## src/rtl/spi_frame_loader.sv

```systemverilog
`default_nettype none
// ============================================================================
//  Module   : spi_frame_loader
//  Purpose  : SPI-slave (mode 0, MSB first) loader that writes 24-bit RGB
//             pixels into the LED-matrix frame buffer write port.
//             Commands: WRITE (stream from address 0), WRITE_AT (stream from
//             a big-endian 16-bit start address), FILL (whole buffer, one
//             colour).
//  Ports    : CLK_I, RST_N_I      system clock / async active-low reset
//             SCK_I, MOSI_I,      host SPI pins, asynchronous to CLK_I
//             CS_N_I
//             FB_WE_O, FB_ADDR_O, frame buffer write port (registered)
//             FB_DATA_O           pixel word: [7:0] R, [15:8] G, [23:16] B
//             FRAME_DONE_O        pulse with the write to the last address
//             BUSY_O              high during a fill
//             ERR_O               pulse on an unknown command byte
//  Revision : 1.0  initial release
// ============================================================================
module spi_frame_loader #(
   parameter int         ADDR_W       = 10,
   parameter logic [7:0] CMD_WRITE    = 8'h01,
   parameter logic [7:0] CMD_WRITE_AT = 8'h02,
   parameter logic [7:0] CMD_FILL     = 8'h03
) (
   input  logic              CLK_I,
   input  logic              RST_N_I,
   input  logic              SCK_I,
   input  logic              MOSI_I,
   input  logic              CS_N_I,
   output logic              FB_WE_O,
   output logic [ADDR_W-1:0] FB_ADDR_O,
   output logic [23:0]       FB_DATA_O,
   output logic              FRAME_DONE_O,
   output logic              BUSY_O,
   output logic              ERR_O
);

   localparam logic [2:0] ST_IDLE    = 3'd0;
   localparam logic [2:0] ST_CMD     = 3'd1;
   localparam logic [2:0] ST_ADDR_HI = 3'd2;
   localparam logic [2:0] ST_ADDR_LO = 3'd3;
   localparam logic [2:0] ST_DATA    = 3'd4;
   localparam logic [2:0] ST_COLOR   = 3'd5;
   localparam logic [2:0] ST_FILL    = 3'd6;
   localparam logic [2:0] ST_DROP    = 3'd7;

   localparam logic [ADDR_W-1:0] ADDR_LAST = '1;
   localparam logic [ADDR_W-1:0] ADDR_ONE  = ADDR_W'(1);

   // ---------------- synchronizers and byte assembly ----------------
   logic [1:0]        sck_sync, mosi_sync, cs_sync;
   logic              sck_prev;
   logic [7:0]        shift;
   logic [2:0]        bit_cnt;
   logic [7:0]        byte_val;
   logic              byte_stb;

   logic [2:0]        state, state_nxt;
   logic [ADDR_W-1:0] addr, addr_nxt;
   logic [7:0]        addr_hi, addr_hi_nxt;
   logic [23:0]       pixel, pixel_nxt;
   logic [1:0]        byte_idx, byte_idx_nxt;
   logic              armed, armed_nxt;
   logic              we_nxt, done_nxt, busy_nxt, err_nxt;
   logic [ADDR_W-1:0] fb_addr_nxt;
   logic [23:0]       fb_data_nxt;
   logic [23:0]       pixel_full;

   wire sck_s    = sck_sync[1];
   wire mosi_s   = mosi_sync[1];
   wire cs_s     = cs_sync[1];
   wire sck_rise = sck_s & ~sck_prev;

   always_ff @(posedge CLK_I or negedge RST_N_I) begin
      if (!RST_N_I) begin
         sck_sync  <= '0;
         mosi_sync <= '0;
         cs_sync   <= '0;
         sck_prev  <= 1'b0;
         shift     <= '0;
         bit_cnt   <= '0;
         byte_val  <= '0;
         byte_stb  <= 1'b0;
      end else begin
         sck_sync  <= {sck_sync[0], SCK_I};
         mosi_sync <= {mosi_sync[0], MOSI_I};
         cs_sync   <= {cs_sync[0], CS_N_I};
         sck_prev  <= sck_s;
         byte_stb  <= 1'b0;
         // The host is ignored entirely while a fill runs, CS included.
         if (state != ST_FILL) begin
            if (cs_s) begin
               bit_cnt <= '0;
            end else if (sck_rise) begin
               shift   <= {shift[6:0], mosi_s};
               bit_cnt <= bit_cnt + 3'd1;
               if (bit_cnt == 3'd7) begin
                  byte_val <= {shift[6:0], mosi_s};
                  byte_stb <= 1'b1;
               end
            end
         end
      end
   end

   // ---------------- FSM: state register ----------------
   always_ff @(posedge CLK_I or negedge RST_N_I) begin
      if (!RST_N_I) state <= ST_IDLE;
      else          state <= state_nxt;
   end

   // ---------------- FSM: next state ----------------
   always_comb begin
      state_nxt = state;
      case (state)
         // 'armed' holds off a new command until CS has been seen high,
         // which covers both reset mid-transaction and the end of a fill.
         ST_IDLE:    if (!cs_s && armed) state_nxt = ST_CMD;
         ST_CMD:
            if (byte_stb) begin
               if (byte_val == CMD_WRITE)         state_nxt = ST_DATA;
               else if (byte_val == CMD_WRITE_AT) state_nxt = ST_ADDR_HI;
               else if (byte_val == CMD_FILL)     state_nxt = ST_COLOR;
               else                               state_nxt = ST_DROP;
            end
         ST_ADDR_HI: if (byte_stb) state_nxt = ST_ADDR_LO;
         ST_ADDR_LO: if (byte_stb) state_nxt = ST_DATA;
         ST_COLOR:   if (byte_stb && byte_idx == 2'd2) state_nxt = ST_FILL;
         ST_FILL:    if (addr == ADDR_LAST) state_nxt = ST_IDLE;
         default:    state_nxt = state;
      endcase
      if (cs_s && state != ST_FILL) state_nxt = ST_IDLE;
   end

   // ---------------- FSM: outputs and datapath next values ----------------
   always_comb begin
      addr_nxt     = addr;
      addr_hi_nxt  = addr_hi;
      pixel_nxt    = pixel;
      byte_idx_nxt = byte_idx;
      armed_nxt    = cs_s ? 1'b1 : armed;
      we_nxt       = 1'b0;
      done_nxt     = 1'b0;
      busy_nxt     = 1'b0;
      err_nxt      = 1'b0;
      fb_addr_nxt  = FB_ADDR_O;
      fb_data_nxt  = FB_DATA_O;
      pixel_full   = {byte_val, pixel[15:0]};

      case (state)
         ST_IDLE: begin
            pixel_nxt    = '0;
            byte_idx_nxt = '0;
         end
         ST_CMD:
            if (byte_stb) begin
               if (byte_val == CMD_WRITE)
                  addr_nxt = '0;
               else if (byte_val != CMD_WRITE_AT && byte_val != CMD_FILL)
                  err_nxt = 1'b1;
            end
         ST_ADDR_HI: if (byte_stb) addr_hi_nxt = byte_val;
         // Only the low ADDR_W bits of the 16-bit start address matter.
         ST_ADDR_LO: if (byte_stb) addr_nxt = ADDR_W'({addr_hi, byte_val});
         ST_DATA, ST_COLOR:
            if (byte_stb) begin
               if (byte_idx == 2'd2) begin
                  byte_idx_nxt = '0;
                  we_nxt       = 1'b1;
                  fb_data_nxt  = pixel_full;
                  if (state == ST_DATA) begin
                     fb_addr_nxt = addr;
                     done_nxt    = (addr == ADDR_LAST);
                     addr_nxt    = addr + ADDR_ONE;
                     pixel_nxt   = '0;
                  end else begin
                     // Colour complete: the first fill write (address 0)
                     // goes out now, FILL then covers 1..last.
                     fb_addr_nxt = '0;
                     busy_nxt    = 1'b1;
                     addr_nxt    = ADDR_ONE;
                     pixel_nxt   = pixel_full;
                  end
               end else begin
                  byte_idx_nxt = byte_idx + 2'd1;
                  case (byte_idx)
                     2'd0:    pixel_nxt[7:0]  = byte_val;
                     default: pixel_nxt[15:8] = byte_val;
                  endcase
               end
            end
         ST_FILL: begin
            we_nxt      = 1'b1;
            busy_nxt    = 1'b1;
            fb_addr_nxt = addr;
            fb_data_nxt = pixel;
            done_nxt    = (addr == ADDR_LAST);
            addr_nxt    = addr + ADDR_ONE;
            armed_nxt   = 1'b0;
         end
         default: ;
      endcase

      // CS high abandons the transaction, including any partial pixel.
      if (cs_s && state != ST_FILL) begin
         pixel_nxt    = '0;
         byte_idx_nxt = '0;
         we_nxt       = 1'b0;
         done_nxt     = 1'b0;
         busy_nxt     = 1'b0;
         err_nxt      = 1'b0;
         fb_addr_nxt  = FB_ADDR_O;
         fb_data_nxt  = FB_DATA_O;
      end
   end

   always_ff @(posedge CLK_I or negedge RST_N_I) begin
      if (!RST_N_I) begin
         addr         <= '0;
         addr_hi      <= '0;
         pixel        <= '0;
         byte_idx     <= '0;
         armed        <= 1'b0;
         FB_WE_O      <= 1'b0;
         FB_ADDR_O    <= '0;
         FB_DATA_O    <= '0;
         FRAME_DONE_O <= 1'b0;
         BUSY_O       <= 1'b0;
         ERR_O        <= 1'b0;
      end else begin
         addr         <= addr_nxt;
         addr_hi      <= addr_hi_nxt;
         pixel        <= pixel_nxt;
         byte_idx     <= byte_idx_nxt;
         armed        <= armed_nxt;
         FB_WE_O      <= we_nxt;
         FB_ADDR_O    <= fb_addr_nxt;
         FB_DATA_O    <= fb_data_nxt;
         FRAME_DONE_O <= done_nxt;
         BUSY_O       <= busy_nxt;
         ERR_O        <= err_nxt;
      end
   end

endmodule
`default_nettype wire

```

## config.mk

```make
export PLATFORM = sky130hd
export DESIGN_NAME = spi_frame_loader
export DESIGN_NICKNAME = d
export VERILOG_FILES = /design/src/rtl/spi_frame_loader.sv
export SDC_FILE = /design/constraint.sdc
export NUM_CORES = 1
export LEC_CHECK = 0
export ABC_AREA = 1
export CAP_MARGIN = 20
export CORE_MARGIN = 1.5
export CORE_UTILIZATION = 45
export DETAILED_ROUTE_END_ITERATION = 8
export DONT_BUFFER_PORTS = 1
export PLACE_DENSITY = 0.69
export REMOVE_ABC_BUFFERS = 1
export SLEW_MARGIN = 20
export SYNTH_ARGS = -nofsm -noshare
export SYNTH_HDL_FRONTEND = slang
export SYNTH_SLANG_ARGS = --single-unit
```

## constraint.sdc

```tcl
create_clock -name CLK_I -period 3.6 [get_ports CLK_I]
set_clock_uncertainty 0.15 [all_clocks]
set_input_delay 0.72 -clock CLK_I [delete_from_list [all_inputs] [get_ports CLK_I]]
set_output_delay 0.72 -clock CLK_I [all_outputs]
set_load 0.005 [all_outputs]
```

==> results.json, run 1 <==
{
  "die_y_um": 109,
  "nets": 562,
  "relSlewSlack_pct": 54.0,
  "grt_pass1_wl_um": 17200,
  "area_growth_pct": 4.78,
  "grt_pass1_vias": 3431,
  "numCtsBuffers": 9,
  "worst_slew_pin_slew_ns": 0.690,
  "clockBufferDepth": 2,
  "end_kind": "flip-flop",
  "dp_hpwl_um": 6690,
  "synth_top_area_cell": "dfrtp_1",
  "ys_async_sr_fraction_pct": 100,
  "path_cells": "inv_6 > nor2_2 > o211ai_4 > buf_8 > inv_2 > o211ai_1 > nand2_1",
  "synth_area_um2": 5020,
  "core_um2": 10800,
  "clk_pin_slew_ns": 0.10,
  "power_uw": 2810,
  "cts_root_buffer": "clkbuf_8",
  "fin_tns_setup_ns": 0,
  "die_w_um": 109,
  "start_util_pct": 46.3,
  "die-area_um2": 11800,
  "cpPeakStageDelay_ns": 0.59,
  "crit_slowest_cell": "dfrtp_1",
  "antenna_found_initial": 0,
  "ioPinCount": 43,
  "grt_max_degree": 107,
  "routabilityCongestion": 0.843,
  "synthTopCellsByCount": "194 x nand2_1, 106 x dfrtp_1, 50 x inv_1, 29 x o21ai_0, 28 x nand3_1",
  "slew_viol_final": 0,
  "critPathLaunch": "state[2]",
  "crit_type": "reg -> reg",
  "postSynthAreaPerCell_um2": 8.95,
  "placed_area_um2": 5060,
  "ys_ff_latch": 106,
  "cp_max_fo": 20,
  "via_count": 3496,
  "synth_edf_count": 0,
  "grt-ovfl-total": 0,
  "synth_ff_type": "dfrtp_1",
  "drc": 0,
  "startpoint_type": "flip-flop",
  "cp.required_ns": 3.77,
  "wl_per_cell_um": 14.3,
  "hold_viol_final": 0,
  "num_rows": 38,
  "yosys.cell_types.count": 37,
  "cts_tree": "yes",
  "cts_sinks": 106,
  "track_usage_pct": 18.9,
  "syn_inst": 561,
  "power_density_nw_per_um2": 533,
  "critPathArrivalTime_ns": 2.70,
  "synth.area.top_cells": "dfrtp_1 53%, nand2_1 14%, inv_1 3.7%, o21ai_2 3.3%, o21ai_0 2.9%",
  "yosys_warnings": 0,
  "status": "finished clean",
  "synth_top_area_share_pct": 52.8,
  "port_buffers": 0,
  "ctsResizeCount": 0,
  "hp-class": "in -> async",
  "max_freq_mhz": 394,
  "peakVddDrop_uv": 198,
  "setup_viol": 0,
  "n_antenna_cell": 0,
  "routed_wl_um": 9970,
  "leakage_uw": 0.00246,
  "rsz0062_at_grt": "false",
  "min_period_ns": 2.54,
  "maxCapViolations": 0,
  "worstSkewPairLatency_ns": 0.38,
  "post-route-period-util_pct": 70.4,
  "layout-drive-gt1-share_pct": 13.6,
  "yosysMostFrequentCell": "nand2_1",
  "viasPerCell": 5.01,
  "ys_seq_area_share_pct": 52.8,
  "postLayoutCellArea_um2": 5260,
  "ant_nets": 0,
  "cts-htree-levels": 3,
  "drt_iter0_markers": 331,
  "reg2reg_from": "state[2]",
  "drtPass1Iterations": 5
}
==> critical path, delay by kind of cell, from the launching register on <==
family | cells | cell delay [ns]
buffers and inverters | 3 | 0.65
AOI/OAI and AO/OA | 2 | 0.44
and+or+nand+nor | 2 | 0.64
DFF | 1 | 0.59
==> cell type report <==
cell class,count,area (um2)
clock buffer,9,124
clock inverter,6,47.5
fill,1012,5580
inverter,59,238
multi-input combinational,375,1960
sequential,106,2650
tap,140,175
timing repair buffer,3,70.1
==> through the flow <==
| step | hold WS [ns] | util [%] | std cells | setup WS, ns |
|---|---|---|---|---|
| final | 0.110 | 48.6 | 698 | 1.06 |
| after CTS | 0.126 | 48.6 | 698 | 1.07 |
| after floorplan | 0.181 | - | 540 | 1.31 |
| after detailed placement | 0.185 | 46.7 | 682 | 1.12 |
| after global placement | 0.183 | 46.3 | 680 | 0.731 |
| after global routing | 0.135 | 48.6 | 698 | 0.864 |
==> sequential cells by signal, summed over array words and instances (netlist names), 2 cells and up <==
| name | count |
|---|---|
| FB_ADDR_O | 10 |
| FB_DATA_O | 24 |
| addr | 10 |
| addr_hi | 2 |
| bit_cnt | 3 |
| byte_idx | 2 |
| byte_val | 8 |
| cs_sync | 2 |
| mosi_sync | 2 |
| pixel | 24 |
| sck_sync | 2 |
| shift | 7 |
| state | 3 |
==> per-layer routing <==
metal / GRT usage [%] / wire, um / vias to the layer above
met5: 0 / 0 / -
met1: 26.2 / 4790 / 1632
li1: - / - / 1779
met2: 29.1 / 4590 / 77
met4: 6.95 / 157 / 0
met3: 4.00 / 430 / 8
==> path summary, 6_finish.rpt <==
kind                                  to  slack, ns  cells after the start
max                        FB_DATA_O[19]       1.06                      7
min                          sck_sync[0]       0.11                      1
max reg2reg                FB_DATA_O[19]       1.06                      7
min reg2reg                 mosi_sync[1]       0.21                      0
max in group asynchronous       pixel[0]       2.80                      1
min in group CLK_I           sck_sync[0]       0.20                      0
==> cell families (layout without fill, tap and decap cells) <==
group / Yosys count / in the layout / share of synthesized area, %
simple gates: 280 / 280 / 26.3
buf+inv: 80 / 77 / 8.24
flops: 106 / 106 / 52.8
fa+ha+maj: 3 / 3 / 0.747
compound gates: 92 / 92 / 11.9
==> where the power goes <==
group,leakage [uW],switching (uW),internal (uW),total [uW]
sequential,0.00145,102,1260,1360
combinational,0.000916,539,216,755
clock,0.0000922,428,258,686
==> placed cells by master (no fill, tap or decap), types with 5 or more instances in the layout <==
cell	instances
nand3_2	7
nor2_1	22
inv_1	50
o21ai_1	20
nand3_1	28
dfrtp_1	106
nand2_2	7
nand4_1	6
clkbuf_8	9
o211ai_1	8
a21oi_1	7
inv_6	5
o21ai_2	19
nand2_1	194
o21ai_0	29
==> what timing repair did <==
item,CTS,global route
hold endpoints to repair,106,0
setup buffers,0,0
hold buffers,1,0
Note: power is estimated with default switching activity, not from simulation.
==> run 2, diff against run 1 <==
Settings changed: PLACE_DENSITY 0.69 to 0.71.
Clock period 3.6 ns to 2.1 ns, I/O delays scaled along.
==> results.json, run 2 (same netlist as run 1, synthesis figures left out) <==
{
  "clockBufferDepth": 2,
  "placed_area_um2": 5180,
  "area_growth_pct": 7.95,
  "port_buffers": 0,
  "crit_slowest_cell": "dfrtp_1",
  "nets": 584,
  "antenna_found_initial": 0,
  "worst_slew_pin_slew_ns": 0.475,
  "relSlewSlack_pct": 68.0,
  "drt_iter0_markers": 241,
  "cts_root_buffer": "clkbuf_8",
  "setup_viol": 0,
  "violations": "negative hold slack",
  "power_density_nw_per_um2": 914,
  "end_kind": "flip-flop",
  "startpoint_type": "flip-flop",
  "core_um2": 10800,
  "start_util_pct": 46.3,
  "n_fill_cell": 1022,
  "rsz0062_at_grt": "false",
  "wl_per_cell_um": 14.4,
  "cts_sinks": 106,
  "peakVddDrop_uv": 508,
  "post-route-period-util_pct": 88.5,
  "path_delay_family": "simple AND/OR/NAND/NOR gates",
  "cts_tree": "yes",
  "slew_viol_final": 0,
  "layout-drive-gt1-share_pct": 16.7,
  "hold_viol_final": 106,
  "min_period_ns": 1.86,
  "max_freq_mhz": 538,
  "fin_cells": 720,
  "drc": 0,
  "post-place-cells": 701,
  "critPathArrivalTime_ns": 2.03,
  "clk_pin_slew_ns": 0.10,
  "worstRegToRegCells": 6,
  "holdBufCountCts": 3,
  "grt_pass1_vias": 3452,
  "holdWs_ns": -0.441,
  "postLayoutCellArea_um2": 5420,
  "grt-ovfl-total": 0,
  "dp_hpwl_um": 7180,
  "grt_max_degree": 107,
  "crit_type": "reg -> reg",
  "num_rows": 38,
  "drtPass1Iterations": 5,
  "hp-class": "in -> async",
  "cp_max_fo": 8,
  "reg.largest.list": "FB_DATA_O (24), pixel (24)",
  "die_y_um": 109,
  "grt_pass1_wl_um": 16800,
  "maxCapViolations": 0,
  "critical_path_depth": 6,
  "mostFrequentLayoutCells": "194 x nand2_1, 104 x dfrtp_1, 50 x inv_1, 29 x o21ai_0, 28 x nand3_1",
  "numCtsBuffers": 9,
  "track_usage_pct": 18.8,
  "ant_nets": 0,
  "power_uw": 4950,
  "die-area_um2": 11800,
  "leakage_uw": 0.00255,
  "viasPerCell": 5.12,
  "n_antenna_cell": 0,
  "cp.required_ns": 2.27,
  "routed_wl_um": 10400,
  "die_w_um": 109,
  "path_buf_inv": 1,
  "routabilityCongestion": 0.860,
  "worstSkewPairLatency_ns": 0.40,
  "cpPeakStageDelay_ns": 0.58,
  "ioPinCount": 43,
  "cts-htree-levels": 3,
  "path_cells": "nand2_2 > nor2_1 > nand2_1 > inv_1 > nand3_1 > o21ai_1",
  "via_count": 3687,
  "mostFrequentLayoutCell": "nand2_1",
  "status": "finished, violations left"
}
==> run 2: cell types whose count changed in the layout (fill, tap and decap cells not counted), sizes merged <==
| cell | change |
|---|---|
| buf | +19 |
| bufinv | +1 |
| clkinv | +1 |
| dlygate4sd3 | +3 |
| inv | -2 |
==> run 2: worst register-to-register path: cells and delay by family, from the launching register on <==
kind | cells | cell delay, ns
AO/OA/AOI/OAI | 1 | 0.08
buffers and inverters | 1 | 0.29
flip-flops | 1 | 0.58
AND/OR/NAND/NOR | 4 | 0.67
==> run 2: repair_timing <==
| item | 4_1_cts | 5_1_grt |
|---|---|---|
| buffers inserted | 0 | 1 |
| hold endpoints to repair | 109 | 106 |
| setup endpoints to repair | 0 | 11 |
| gates resized for setup | 0 | 4 |
==> run 2: area by class of cell <==
type / count / area [um2] / area share [%]
clock buffer: 9 / 124 / 2.28
clock inverter: 6 / 76.3 / 1.41
inverter: 59 / 240 / 4.43
multi-input combinational: 375 / 1960 / 36.1
sequential: 106 / 2660 / 49.0
tap: 140 / 175 / 3.23
timing repair buffer: 25 / 195 / 3.60
==> run 2: worst paths after layout <==
path                                     end         from  slack [ns]
worst max-delay path               pixel[19]     state[2]        0.24
worst min-delay path            mosi_sync[0]      RST_N_I       -0.44
worst max register to register     pixel[19]     state[2]        0.24
worst min register to register   sck_sync[1]  sck_sync[0]        0.21
max in group asynchronous            addr[3]      RST_N_I        2.05
min in group CLK_I               sck_sync[1]  sck_sync[0]        0.21
==> run 2: power breakdown <==
part | internal [uW] | leakage, uW | switching, uW | total [uW]
sequential | 2170 | 0.00145 | 172 | 2340
clock | 563 | 0.000102 | 738 | 1300
combinational | 408 | 0.00100 | 905 | 1310
==> run 2: per-stage QoR <==
| stage | setup slack [ns] | setup TNS [ns] | utilization, % |
|---|---|---|---|
| floorplan | -0.190 | -3.02 | - |
| global placement | 0.148 | 0 | 47.8 |
| detailed placement | 0.0485 | 0 | 47.8 |
| CTS | 0.0203 | 0 | 49.9 |
| global route | 0.0836 | 0 | 50.0 |
| finish | 0.241 | 0 | 50.0 |
==> run 2: metal layers <==
metal,global-route usage [%],wire [um],vias to the layer above
met5,0,0,-
met3,4.48,400,15
li1,-,-,1819
met2,29.8,4900,68
met4,8.18,204,0
met1,24.7,4880,1785
==> run 3, diff against run 2 <==
Settings changed: CORE_ASPECT_RATIO set to 0.9, CORE_MARGIN 1.5 to unset.
==> results.json, run 3 (same netlist as run 1, synthesis figures left out) <==
{
  "status": "finished, violations left",
  "violations": "negative hold slack",
  "worst_slew_pin_slew_ns": 0.461,
  "end_kind": "flip-flop",
  "intPower_uw": 3510,
  "n_antenna_cell": 0,
  "setup_viol": 0,
  "crit_slowest_cell": "dfrtp_1",
  "holdWs_ns": -0.383,
  "via_count": 3658,
  "rsz0062_at_grt": "false",
  "mostFrequentLayoutCell": "nand2_1",
  "reg.largest.list": "FB_DATA_O (24), pixel (24)",
  "cts-htree-levels": 3,
  "post-route-period-util_pct": 92.7,
  "port_buffers": 0,
  "leakage_uw": 0.00258,
  "num_rows": 36,
  "reg2reg_from": "state[2]",
  "grtUsageMet3_pct": 4.74,
  "ioPinCount": 43,
  "cp.required_ns": 2.18,
  "cp_max_fo": 12,
  "die_y_um": 102,
  "min_period_ns": 1.95,
  "cpPeakStageDelay_ns": 0.57,
  "grt.busiest_layer": "met2",
  "path_cells": "inv_6 > nor2_8 > nand2_2 > o21ai_1 > inv_2 > nand3_2 > clkinv_2 > nand2_1 > nand2_1",
  "reg2reg_slack_ns": 0.15,
  "mostFrequentLayoutCells": "194 x nand2_1, 105 x dfrtp_1, 50 x inv_1, 29 x o21ai_0, 28 x nand3_1",
  "drtPass1Iterations": 5,
  "antenna_found_initial": 0,
  "seqPwrFrac_pct": 43.4,
  "utilization_pct": 50.8,
  "clk_pin_slew_ns": 0.07,
  "nets": 580,
  "fin_cells": 729,
  "hold_viol_final": 106,
  "path_buf_inv": 3,
  "area_growth_pct": 9.69,
  "p_switching_uw": 1850,
  "track_usage_pct": 19.3,
  "cts_root_buffer": "clkbuf_16",
  "ant_nets": 0,
  "die-area_um2": 11600,
  "slew_viol_final": 0,
  "wl_per_cell_um": 14.5,
  "crit_type": "reg -> reg",
  "cts_tree": "yes",
  "die_w_um": 113,
  "peakVddDrop_uv": 625,
  "pwr-share-clk_pct": 31.7,
  "grt_pass1_vias": 3390,
  "cts_setup_buffers": 0,
  "worstSkewPairLatency_ns": 0.35,
  "sw_frac_of_total_pct": 34.6,
  "viasPerCell": 5.02,
  "critPathLaunch": "state[2]",
  "start_util_pct": 46.3,
  "drt_iter0_markers": 278,
  "grt-ovfl-total": 0,
  "rr_endpoint": "addr[5]",
  "grt_max_degree": 107,
  "power_uw": 5360,
  "relSlewSlack_pct": 69.2,
  "dp_hpwl_um": 7310,
  "numCtsBuffers": 9,
  "holdBufCountCts": 3,
  "maxCapViolations": 0,
  "max_freq_mhz": 514,
  "routabilityCongestion": 0.896,
  "routed_wl_um": 10600,
  "clockBufferDepth": 2,
  "grt_pass1_wl_um": 17000,
  "drc": 0,
  "cts_sinks": 106,
  "grt_use_met2_pct": 29.4,
  "critPathMostFrequentCell": "nand2_1",
  "cp-endpoint": "addr[5]",
  "power_density_nw_per_um2": 973,
  "critical_path_depth": 9,
  "critPathArrivalTime_ns": 2.03,
  "post-place-cells": 710,
  "grtUsageMet1_pct": 27.0,
  "hp-class": "in -> async",
  "comb_power_share_pct": 24.9,
  "layout-drive-gt1-share_pct": 16.3,
  "startpoint_type": "flip-flop",
  "worstRegToRegCells": 9,
  "path_delay_family": "simple AND/OR/NAND/NOR gates",
  "core_um2": 10900
}
-- run 3: changes by cell type in the layout (fill, tap and decap cells not counted), sizes merged --
cell / previous run / this run
clkinvlp: 0 / 1
buf: 22 / 18
-- run 3: cell type report --
type                            count  area (um2)
Clock buffer                        9         225
Clock inverter                      7        77.6
Fill cell                        1015        5350
Inverter                           59         241
Multi-Input combinational cell    375        1960
Sequential cell                   106        2650
Tap cell                          152         190
Timing Repair Buffer               21         165
-- run 3: worst min path at each step --
stage                     startpoint           end  slack, ns  cells past startpoint
final                        RST_N_I       addr[8]      -0.38                      0
after global routing         RST_N_I  FB_ADDR_O[3]      -0.40                      0
after CTS                    RST_N_I  FB_DATA_O[8]      -0.40                      0
after detailed placement     RST_N_I  FB_ADDR_O[7]      -0.02                      0
after global placement       RST_N_I  FRAME_DONE_O      -0.02                      0
after floorplan              RST_N_I        BUSY_O      -0.03                      0
-- run 3: metrics by stage --
stage / setup TNS (ns) / setup WS, ns / area (um2)
after CTS: 0 / 0.104 / 5510
after global placement: 0 / 0.173 / 5170
after floorplan: -3.02 / -0.190 / 4850
final: 0 / 0.153 / 5510
after detailed placement: 0 / 0.118 / 5170
after global routing: 0 / 0.000361 / 5510
-- run 3: power groups by stage --
stage	registers (uW)	clock network, uW	logic, uW
after CTS	2320	1760	1330
after detailed placement	2360	0	1330
after floorplan	2340	0	974
after global placement	2350	0	1310
final	2320	1700	1340
after global routing	2340	1820	1480
-- run 3: routing by layer --
metal	up-vias	wire length, um
met2	103	4600
met4	0	177
li1	1819	-
met3	15	568
met1	1721	5210
met5	-	0
-- run 3: timing repair --
action	in CTS	in global routing
hold endpoints to repair	109	106
resized for setup	0	2
setup endpoints to repair	0	3
